===== config.mk =====
export PLATFORM = sky130hd
export DESIGN_NAME = exe_stage
export DESIGN_NICKNAME = d
export VERILOG_FILES = /design/src/rtl/cpu_pkg.sv /design/src/rtl/forwarding_unit.sv /design/src/rtl/exe_stage.sv
export SDC_FILE = /design/constraint.sdc
export NUM_CORES = 1
export LEC_CHECK = 0
export CAP_MARGIN = 5
export CORE_ASPECT_RATIO = 2
export CORE_UTILIZATION = 31
export CTS_CLUSTER_DIAMETER = 50
export CTS_CLUSTER_SIZE = 30
export DETAILED_ROUTE_END_ITERATION = 16
export DONT_BUFFER_PORTS = 1
export PLACE_DENSITY = 0.45
export SKIP_LAST_GASP = 1
export SYNTH_ARGS = -nofsm -noshare
export SYNTH_HDL_FRONTEND = slang
export SYNTH_HIERARCHICAL = 1
export SYNTH_SLANG_ARGS = --single-unit

===== constraint.sdc =====
create_clock -name clk -period 4.9 [get_ports clk]
set_input_delay 0.735 -clock clk [delete_from_list [all_inputs] [get_ports clk]]
set_output_delay 0.735 -clock clk [all_outputs]
set_load 0.05 [all_outputs]

===== src/rtl/cpu_pkg.sv =====
// Shared definitions for the 8-bit pipeline: widths, ALU opcodes, EX/MEM bundle.
// Latency: n/a (types and constants only).
// Backpressure: n/a.
package cpu_pkg;

  localparam int DATA_W = 8;
  localparam int REG_W  = 3;
  localparam int PC_W   = 12;
  localparam int OP_W   = 4;

  // Opcodes 13..15 all behave as PASS_A; only 13 is named.
  typedef enum logic [OP_W-1:0] {
    ALU_ADD    = 4'd0,
    ALU_ADC    = 4'd1,
    ALU_SUB    = 4'd2,
    ALU_SBC    = 4'd3,
    ALU_AND    = 4'd4,
    ALU_OR     = 4'd5,
    ALU_XOR    = 4'd6,
    ALU_MASK   = 4'd7,
    ALU_SHL    = 4'd8,
    ALU_SHR    = 4'd9,
    ALU_ROL    = 4'd10,
    ALU_ROR    = 4'd11,
    ALU_PASS_B = 4'd12,
    ALU_PASS_A = 4'd13
  } alu_op_e;

  // EX/MEM pipeline latch contents.
  typedef struct packed {
    logic              reg_wr;
    logic              mem_rd;
    logic              mem_wr;
    logic [REG_W-1:0]  rd;
    logic [DATA_W-1:0] alu_result;
    logic [DATA_W-1:0] store_data;
  } exmem_t;

endpackage


===== src/rtl/forwarding_unit.sv =====
// Operand bypass select for one source register: EX/MEM, then MEM/WB, then ID/EXE value.
// Latency: combinational, 0 cycles.
// Backpressure: none; load-use hazards are stalled upstream by the hazard unit.
// Ports: src (register index), id_val (ID/EXE operand), ex_* (EX/MEM latch),
//        wb_* (MEM/WB writeback), fwd_val (selected operand).
module forwarding_unit
  import cpu_pkg::*;
(
  input  logic [REG_W-1:0]  src,
  input  logic [DATA_W-1:0] id_val,
  input  logic              ex_reg_wr,
  input  logic              ex_mem_rd,
  input  logic [REG_W-1:0]  ex_rd,
  input  logic [DATA_W-1:0] ex_data,
  input  logic              wb_reg_wr,
  input  logic [REG_W-1:0]  wb_rd,
  input  logic [DATA_W-1:0] wb_data,
  output logic [DATA_W-1:0] fwd_val
);

  // A load in EX/MEM has no data yet (aluResult is the address), so it never bypasses.
  logic ex_hit;
  logic wb_hit;

  assign ex_hit = ex_reg_wr && !ex_mem_rd && (ex_rd == src);
  assign wb_hit = wb_reg_wr && (wb_rd == src);

  always_comb begin
    fwd_val = id_val;
    if (ex_hit)      fwd_val = ex_data;
    else if (wb_hit) fwd_val = wb_data;
  end

endmodule


===== src/rtl/exe_stage.sv =====
// Execute stage: operand forwarding, 8-bit ALU, C/Z flags, branch target, EX/MEM latch.
// Latency: 1 cycle to EX/MEM outputs and flags; brTarget_OUT is combinational.
// Backpressure: stall holds latch and flags; flush inserts a bubble (overrides stall); rst overrides both.
// Ports: clk/rst/stall/flush; ID/EXE control+operands (*_IN); MEM/WB forwarding source (wb*_IN);
//        EX/MEM bundle, flags and brTarget_OUT.
// Build option: define EXE_FWD_EN to enable EX/MEM and MEM/WB forwarding.
module exe_stage
  import cpu_pkg::*;
(
  input  logic              clk,
  input  logic              rst,
  input  logic              stall,
  input  logic              flush,
  input  logic              regWr_IN,
  input  logic              memRd_IN,
  input  logic              memWr_IN,
  input  logic              cWr_IN,
  input  logic              zWr_IN,
  input  logic              useImm_IN,
  input  logic [OP_W-1:0]   aluOp_IN,
  input  logic [REG_W-1:0]  rd_IN,
  input  logic [REG_W-1:0]  rs_IN,
  input  logic [REG_W-1:0]  rt_IN,
  input  logic [DATA_W-1:0] regData1_IN,
  input  logic [DATA_W-1:0] regData2_IN,
  input  logic [DATA_W-1:0] immConst_IN,
  input  logic [DATA_W-1:0] brDisp_IN,
  input  logic [PC_W-1:0]   pcPlus1_IN,
  input  logic              wbRegWr_IN,
  input  logic [REG_W-1:0]  wbRd_IN,
  input  logic [DATA_W-1:0] wbData_IN,
  output logic              regWr_OUT,
  output logic              memRd_OUT,
  output logic              memWr_OUT,
  output logic [REG_W-1:0]  rd_OUT,
  output logic [DATA_W-1:0] aluResult_OUT,
  output logic [DATA_W-1:0] storeData_OUT,
  output logic              c_OUT,
  output logic              z_OUT,
  output logic [PC_W-1:0]   brTarget_OUT
);

  exmem_t            ex_q;
  logic [DATA_W-1:0] op_a;
  logic [DATA_W-1:0] rt_val;
  logic [DATA_W-1:0] op_b;

`ifdef EXE_FWD_EN
  forwarding_unit u_fwd_rs (
    .src       (rs_IN),
    .id_val    (regData1_IN),
    .ex_reg_wr (ex_q.reg_wr),
    .ex_mem_rd (ex_q.mem_rd),
    .ex_rd     (ex_q.rd),
    .ex_data   (ex_q.alu_result),
    .wb_reg_wr (wbRegWr_IN),
    .wb_rd     (wbRd_IN),
    .wb_data   (wbData_IN),
    .fwd_val   (op_a)
  );

  forwarding_unit u_fwd_rt (
    .src       (rt_IN),
    .id_val    (regData2_IN),
    .ex_reg_wr (ex_q.reg_wr),
    .ex_mem_rd (ex_q.mem_rd),
    .ex_rd     (ex_q.rd),
    .ex_data   (ex_q.alu_result),
    .wb_reg_wr (wbRegWr_IN),
    .wb_rd     (wbRd_IN),
    .wb_data   (wbData_IN),
    .fwd_val   (rt_val)
  );
`else
  // Without bypassing, spacing is guaranteed upstream; the indices and WB port go unused.
  logic unused_fwd;
  assign unused_fwd = ^{rs_IN, rt_IN, wbRegWr_IN, wbRd_IN, wbData_IN};
  assign op_a   = regData1_IN;
  assign rt_val = regData2_IN;
`endif

  // Store data is always the register value, never the immediate.
  assign op_b = useImm_IN ? immConst_IN : rt_val;

  alu_op_e           op;
  logic [DATA_W:0]   sum;
  logic [DATA_W-1:0] res;
  logic              c_new;
  logic              z_new;

  assign op = alu_op_e'(aluOp_IN);

  // For SUB/SBC the 9-bit difference wraps, so bit 8 is exactly the unsigned borrow.
  always_comb begin
    sum   = '0;
    res   = op_a;
    c_new = 1'b0;
    case (op)
      ALU_ADD:    begin sum = {1'b0, op_a} + {1'b0, op_b};                   res = sum[7:0]; c_new = sum[8]; end
      ALU_ADC:    begin sum = {1'b0, op_a} + {1'b0, op_b} + {8'd0, c_OUT};   res = sum[7:0]; c_new = sum[8]; end
      ALU_SUB:    begin sum = {1'b0, op_a} - {1'b0, op_b};                   res = sum[7:0]; c_new = sum[8]; end
      ALU_SBC:    begin sum = {1'b0, op_a} - {1'b0, op_b} - {8'd0, c_OUT};   res = sum[7:0]; c_new = sum[8]; end
      ALU_AND:    res = op_a & op_b;
      ALU_OR:     res = op_a | op_b;
      ALU_XOR:    res = op_a ^ op_b;
      ALU_MASK:   res = op_a & ~op_b;
      ALU_SHL:    begin res = {op_a[6:0], 1'b0};    c_new = op_a[7]; end
      ALU_SHR:    begin res = {1'b0, op_a[7:1]};    c_new = op_a[0]; end
      ALU_ROL:    begin res = {op_a[6:0], op_a[7]}; c_new = op_a[7]; end
      ALU_ROR:    begin res = {op_a[0], op_a[7:1]}; c_new = op_a[0]; end
      ALU_PASS_B: res = op_b;
      default:    res = op_a;
    endcase
  end

  assign z_new = (res == '0);

  always_ff @(posedge clk) begin
    if (rst) begin
      ex_q  <= '0;
      c_OUT <= 1'b0;
      z_OUT <= 1'b0;
    end else if (flush) begin
      ex_q <= '0;
    end else if (!stall) begin
      ex_q.reg_wr     <= regWr_IN;
      ex_q.mem_rd     <= memRd_IN;
      ex_q.mem_wr     <= memWr_IN;
      ex_q.rd         <= rd_IN;
      ex_q.alu_result <= res;
      ex_q.store_data <= rt_val;
      if (cWr_IN) c_OUT <= c_new;
      if (zWr_IN) z_OUT <= z_new;
    end
  end

  assign regWr_OUT     = ex_q.reg_wr;
  assign memRd_OUT     = ex_q.mem_rd;
  assign memWr_OUT     = ex_q.mem_wr;
  assign rd_OUT        = ex_q.rd;
  assign aluResult_OUT = ex_q.alu_result;
  assign storeData_OUT = ex_q.store_data;

  assign brTarget_OUT = pcPlus1_IN + {{(PC_W-DATA_W){brDisp_IN[DATA_W-1]}}, brDisp_IN};

endmodule

[Word level (Yosys, flattened, before mapping)]
Cells that the tools add are included.
Word-level totals
  flip-flop bits (word level): 24
  input bits: 79
  output and inout port bits: 36
  logic and storage cells: 42
Cells by class
  add/subtract/negate cells: 5
  equality and inequality tests: 12
  mux-type cells: 3
  bitwise operators: 7
  reduce and logical (&&, ||, !) cells: 7
Operator list (count)
  $pmux W8 S13: 1
  $eq A4 B4 Y1 const B: 5
  $and A8 B8 Y8: 2
  $eq A4 B3 Y1 const B: 4
  $add A12 B12 Y12: 1
  $add A8 B8 Y9: 1
  $add A9 B1 Y9: 1
  $sub A8 B8 Y9: 1
  $sub A9 B1 Y9: 1
  $eq A4 B2 Y1 const B: 2
  $logic_not A8 Y1: 1
  $mux W8: 1
  $not A8 Y8: 1
  $or A8 B8 Y8: 1
  $xor A8 B8 Y8: 1
  $pmux W1 S6: 1
  $reduce_and A3 Y1: 2
  $reduce_or A2 Y1: 3
  $eq A4 B1 Y1 const B: 1
  $logic_not A4 Y1: 1
  $not A1 Y1: 2

[Longest topological paths before layout]
  depth in word-level cells: 5
  gate-level depth with buffers: 15

[Worst setup path before layout]
No wires, ideal clock.
  kind: input to output
  from: input port brDisp_IN[0]
  to: output port brTarget_OUT[10]
  arrival time: 4.006 ns
  required time: 4.165 ns
  setup slack: 0.159 ns
  cell stages on the path: 11
  buffers on the path: 0
  cells stage by stage: ha_1 > inv_1 > fa_1 > nor2b_1 > o21ai_0 > a21boi_0 > o21ai_0 > a21oi_1 > o21a_1 > o21a_1 > o311ai_0
On the way
  cells in the longest elaborated chain, start to end: 1
Ends and longest elaborated chain
  start, declared: RTL line exe_stage.sv:27  | input logic [DATA_W-1:0] brDisp_IN,
  $add A12 B12 Y12: RTL line exe_stage.sv:144  | assign brTarget_OUT = pcPlus1_IN + {{(PC_W-DATA_W){brDisp_IN[DATA_W-1]}}, brDisp_IN};
  end, declared: RTL line exe_stage.sv:40  | output logic [PC_W-1:0] brTarget_OUT
No other way between the ends.

[Worst setup path after layout]
  from: input port useImm_IN
  to: register z_OUT
On the way
  cells in the longest elaborated chain, start to end: 5
Ends and longest elaborated chain
  start, declared: RTL line exe_stage.sv:19  | input logic useImm_IN,
  $mux W8 (*): RTL line exe_stage.sv:83  | assign op_b = useImm_IN ? immConst_IN : rt_val;
  $sub A8 B8 Y9 (tied with other cells): RTL line exe_stage.sv:101, exe_stage.sv:102
  $sub A9 B1 Y9 (tied with other cells): RTL line exe_stage.sv:102  | ALU_SBC: begin sum = {1'b0, op_a} - {1'b0, op_b} - {8'd0, c_OUT}; res = sum[7:0]; c_new = sum[8]; end
  $pmux W8 S13 (*): RTL line exe_stage.sv:98  | case (op)
  $logic_not A8 Y1 (*): RTL line exe_stage.sv:116  | assign z_new = (res == '0);
  end signal, assigned: RTL line exe_stage.sv:133  | if (zWr_IN) z_OUT <= z_new;
  end, declared: RTL line exe_stage.sv:39  | output logic z_OUT,
Mark *: on every way between the ends. The rest lies on a longest branch, timed or not.
A chain may end at the register's enable or synchronous reset.

==> impl_metrics.toml <==
[yosys]
synth_area_per_cell_um2 = 7.396
yosysTopAreaCell = "ha_1"
synth.most_common_cell = "nor2_1"
ys_seq_area_frac = 0.1345
ys_types = 65
synth-edff-count = 0
syn_area_um2 = 3572
synthDominantCellAreaShare = 0.1366
yosys_warnings = 6
synthTopCellsByArea = "ha_1 14%, dfxtp_1 13%, mux2i_1 8.4%"
ys.flop_type = "dfxtp_1"
async_reset_ff_frac = 0
syn_inst = 483
ys_seq_elements = 24
synth_common_cells = "59 x nor2_1, 40 x inv_1, 39 x ha_1"
synth.net_count = 604

[global_route]
grt_pass1_vias = 3722
grt_overflow_total = 0
grt_max_degree = 33
grt_first_pass_wirelength_mm = 19.02
grtUsageTotal = 0.2083
antenna_found_initial = 0

[clock_network]
clock-root-buffer = "clkbuf_16"
ctsLongestPathBuffers = 2
cts_resized = 0
numCtsBuffers = 3
clk_latency_ps = 260
cts_tree = "built"
htree_levels = 1
post_cts_buffers = 0
path_clk_slew_ps = 60
cts.sinks = 24
cts_hold_buf = 0

[final_layout]
drive_above_1_share = 0.05139
multi_input_comb_area_um2 = 2836
seq_area_um2 = 480.5
area_growth_pct = 5.394
stdcell_count = 609
fin_util = 0.3336
antennaDiodeCount = 0
nets = 590
fillers = 1266

[sta]
finClkSkew_ps = 1.244
worst_pin_slew_ps = 1092
layout_min_cycle_time_ps = 3860
slew_headroom = 0.2664
min_period_over_period = 0.7877
rsz0062_at_grt = "no"
setup-violations-final = 0
max_clock_freq_mhz = 259.1
fin_tns_setup_ps = 0
slew_viol_final = 0
hold_viol_final = 0

[floorplanning]
dieHeight_um = 153.8
core_area_um2 = 11290
num_rows = 55
io_pins = 115
dieArea_um2 = 11980
start_util = 0.3165
die_x_um = 77.91

[run_status]
outcome = "completed"

[drt]
drc_errors = 0
vias = 3586
routed_wl_mm = 12.30
wl_per_cell_um = 20.20
ant_nets = 0
dr.pass1.iters = 5
first_iter_violations = 165
vias_per_cell = 5.888

[power_and_ir_drop]
power_density_nw_per_um2 = 230.9
power.leakage_uw = 0.001580
peakVddDrop_uv = 232.6

[hold_path]
hold_path_depth = 1
hold_path.class = "in -> reg"

[worst_setup_path]
required_ps = 5060
critPathMaxFanout = 8
cp-start-kind = "input pin"
reg2reg_depth = 8
crit_type = "in -> reg"
crit_arrival_ps = 4020
end_kind = "flop"

[placement]
dp_cells = 606
numPortBuffers = 0
place.gp.congestion = 0.8593
dp_hpwl_mm = 10.34

[job]
maxCapViolations = 0
[final cells by class]
cell class,count,share of cell area
Multi-Input combinational cell,393,0.7534
Timing Repair Buffer,5,0.009970
Clock buffer,3,0.01994
Inverter,42,0.04187
Tap cell,142,0.04719
Sequential cell,24,0.1276
[stage by stage]
stage	area [um^2]	total power [uW]	setup slack [ps]	hold slack [ps]
5_1_grt	3765	925.0	747.2	533.0
3_5_place_dp	3690	697.5	809.3	716.0
6_report	3765	869.4	1040	539.8
2_1_floorplan	3572	613.7	158.8	687.0
4_1_cts	3765	874.1	1057	533.3
3_3_place_gp	3690	695.1	793.4	717.8
[report_power, final]
part | leakage [uW] | total (uW) | internal [uW] | switching, uW
combinational | 0.00135 | 462 | 162 | 300
sequential | 0.000195 | 233 | 202 | 30.5
clock | 0.0000370 | 174 | 108 | 66.3
total | 0.00158 | 869 | 473 | 397
[registers in the layout, summed over array words and instances (netlist names)]
name,flops
aluResult_OUT,8
c_OUT,1
memRd_OUT,1
memWr_OUT,1
rd_OUT,3
regWr_OUT,1
storeData_OUT,8
z_OUT,1
[routing by layer]
metal | wire [um] | part of all wire | GRT usage
met5 | 0 | 0 | 0
met4 | 864 | 0.070 | 0.1517
met3 | 607 | 0.049 | 0.02196
met2 | 6851 | 0.56 | 0.4244
met1 | 3978 | 0.32 | 0.1771
[cells in the final DEF (no fill, tap or decap), types with 3 or more instances in the layout]
master and count:
nor2_1 59, inv_1 40, ha_1 39, mux2i_1 30, nand2_1 28, a21oi_1 25
dfxtp_1 24, o21ai_0 22, nand3_1 21, xnor2_1 17, nor3_1 15, xor2_1 8
o22ai_1 7, o21a_1 6, and3_1 6, o31ai_1 6, nor2b_1 5, nand2b_1 5
o2111ai_1 5, o221ai_1 5, nor4_1 5, a221oi_1 5, o211ai_1 5, a31oi_1 5
buf_4 5, a21boi_0 4, or2_2 4, o21bai_1 3, nor3b_1 3, a211oi_1 3
nand3b_1 3, nand4_1 3, fa_1 3, clkbuf_16 3
[logic make-up after synthesis]
group,count (synthesis),share of synthesized area
AOI/OAI and AO/OA,126,0.2546
xor gates and xnor gates,26,0.06585
adders and majority gates,42,0.1534
buffers and inverters,66,0.07355
DFF,24,0.1345
muxes,32,0.09037
and+or+nand+nor,167,0.2277
[worst max-delay path, cell delays in order]
cell,delay (ps)
mux2i_1,560
inv_1,180
fa_1,570
a211oi_1,340
o21ai_0,240
a221oi_2,450
nand4_1,160
xnor2_1,170
o21a_1,140
o22ai_1,130
o41ai_2,350
[path summary, 6_finish.rpt]
kind	end	slack [ps]	from
setup / recovery	z_OUT	1040	useImm_IN
hold / removal	c_OUT	540	rst
setup reg to reg	z_OUT	2070	c_OUT
hold reg to reg	aluResult_OUT[6]	710	aluResult_OUT[6]
(Power assumes the default switching activity.)
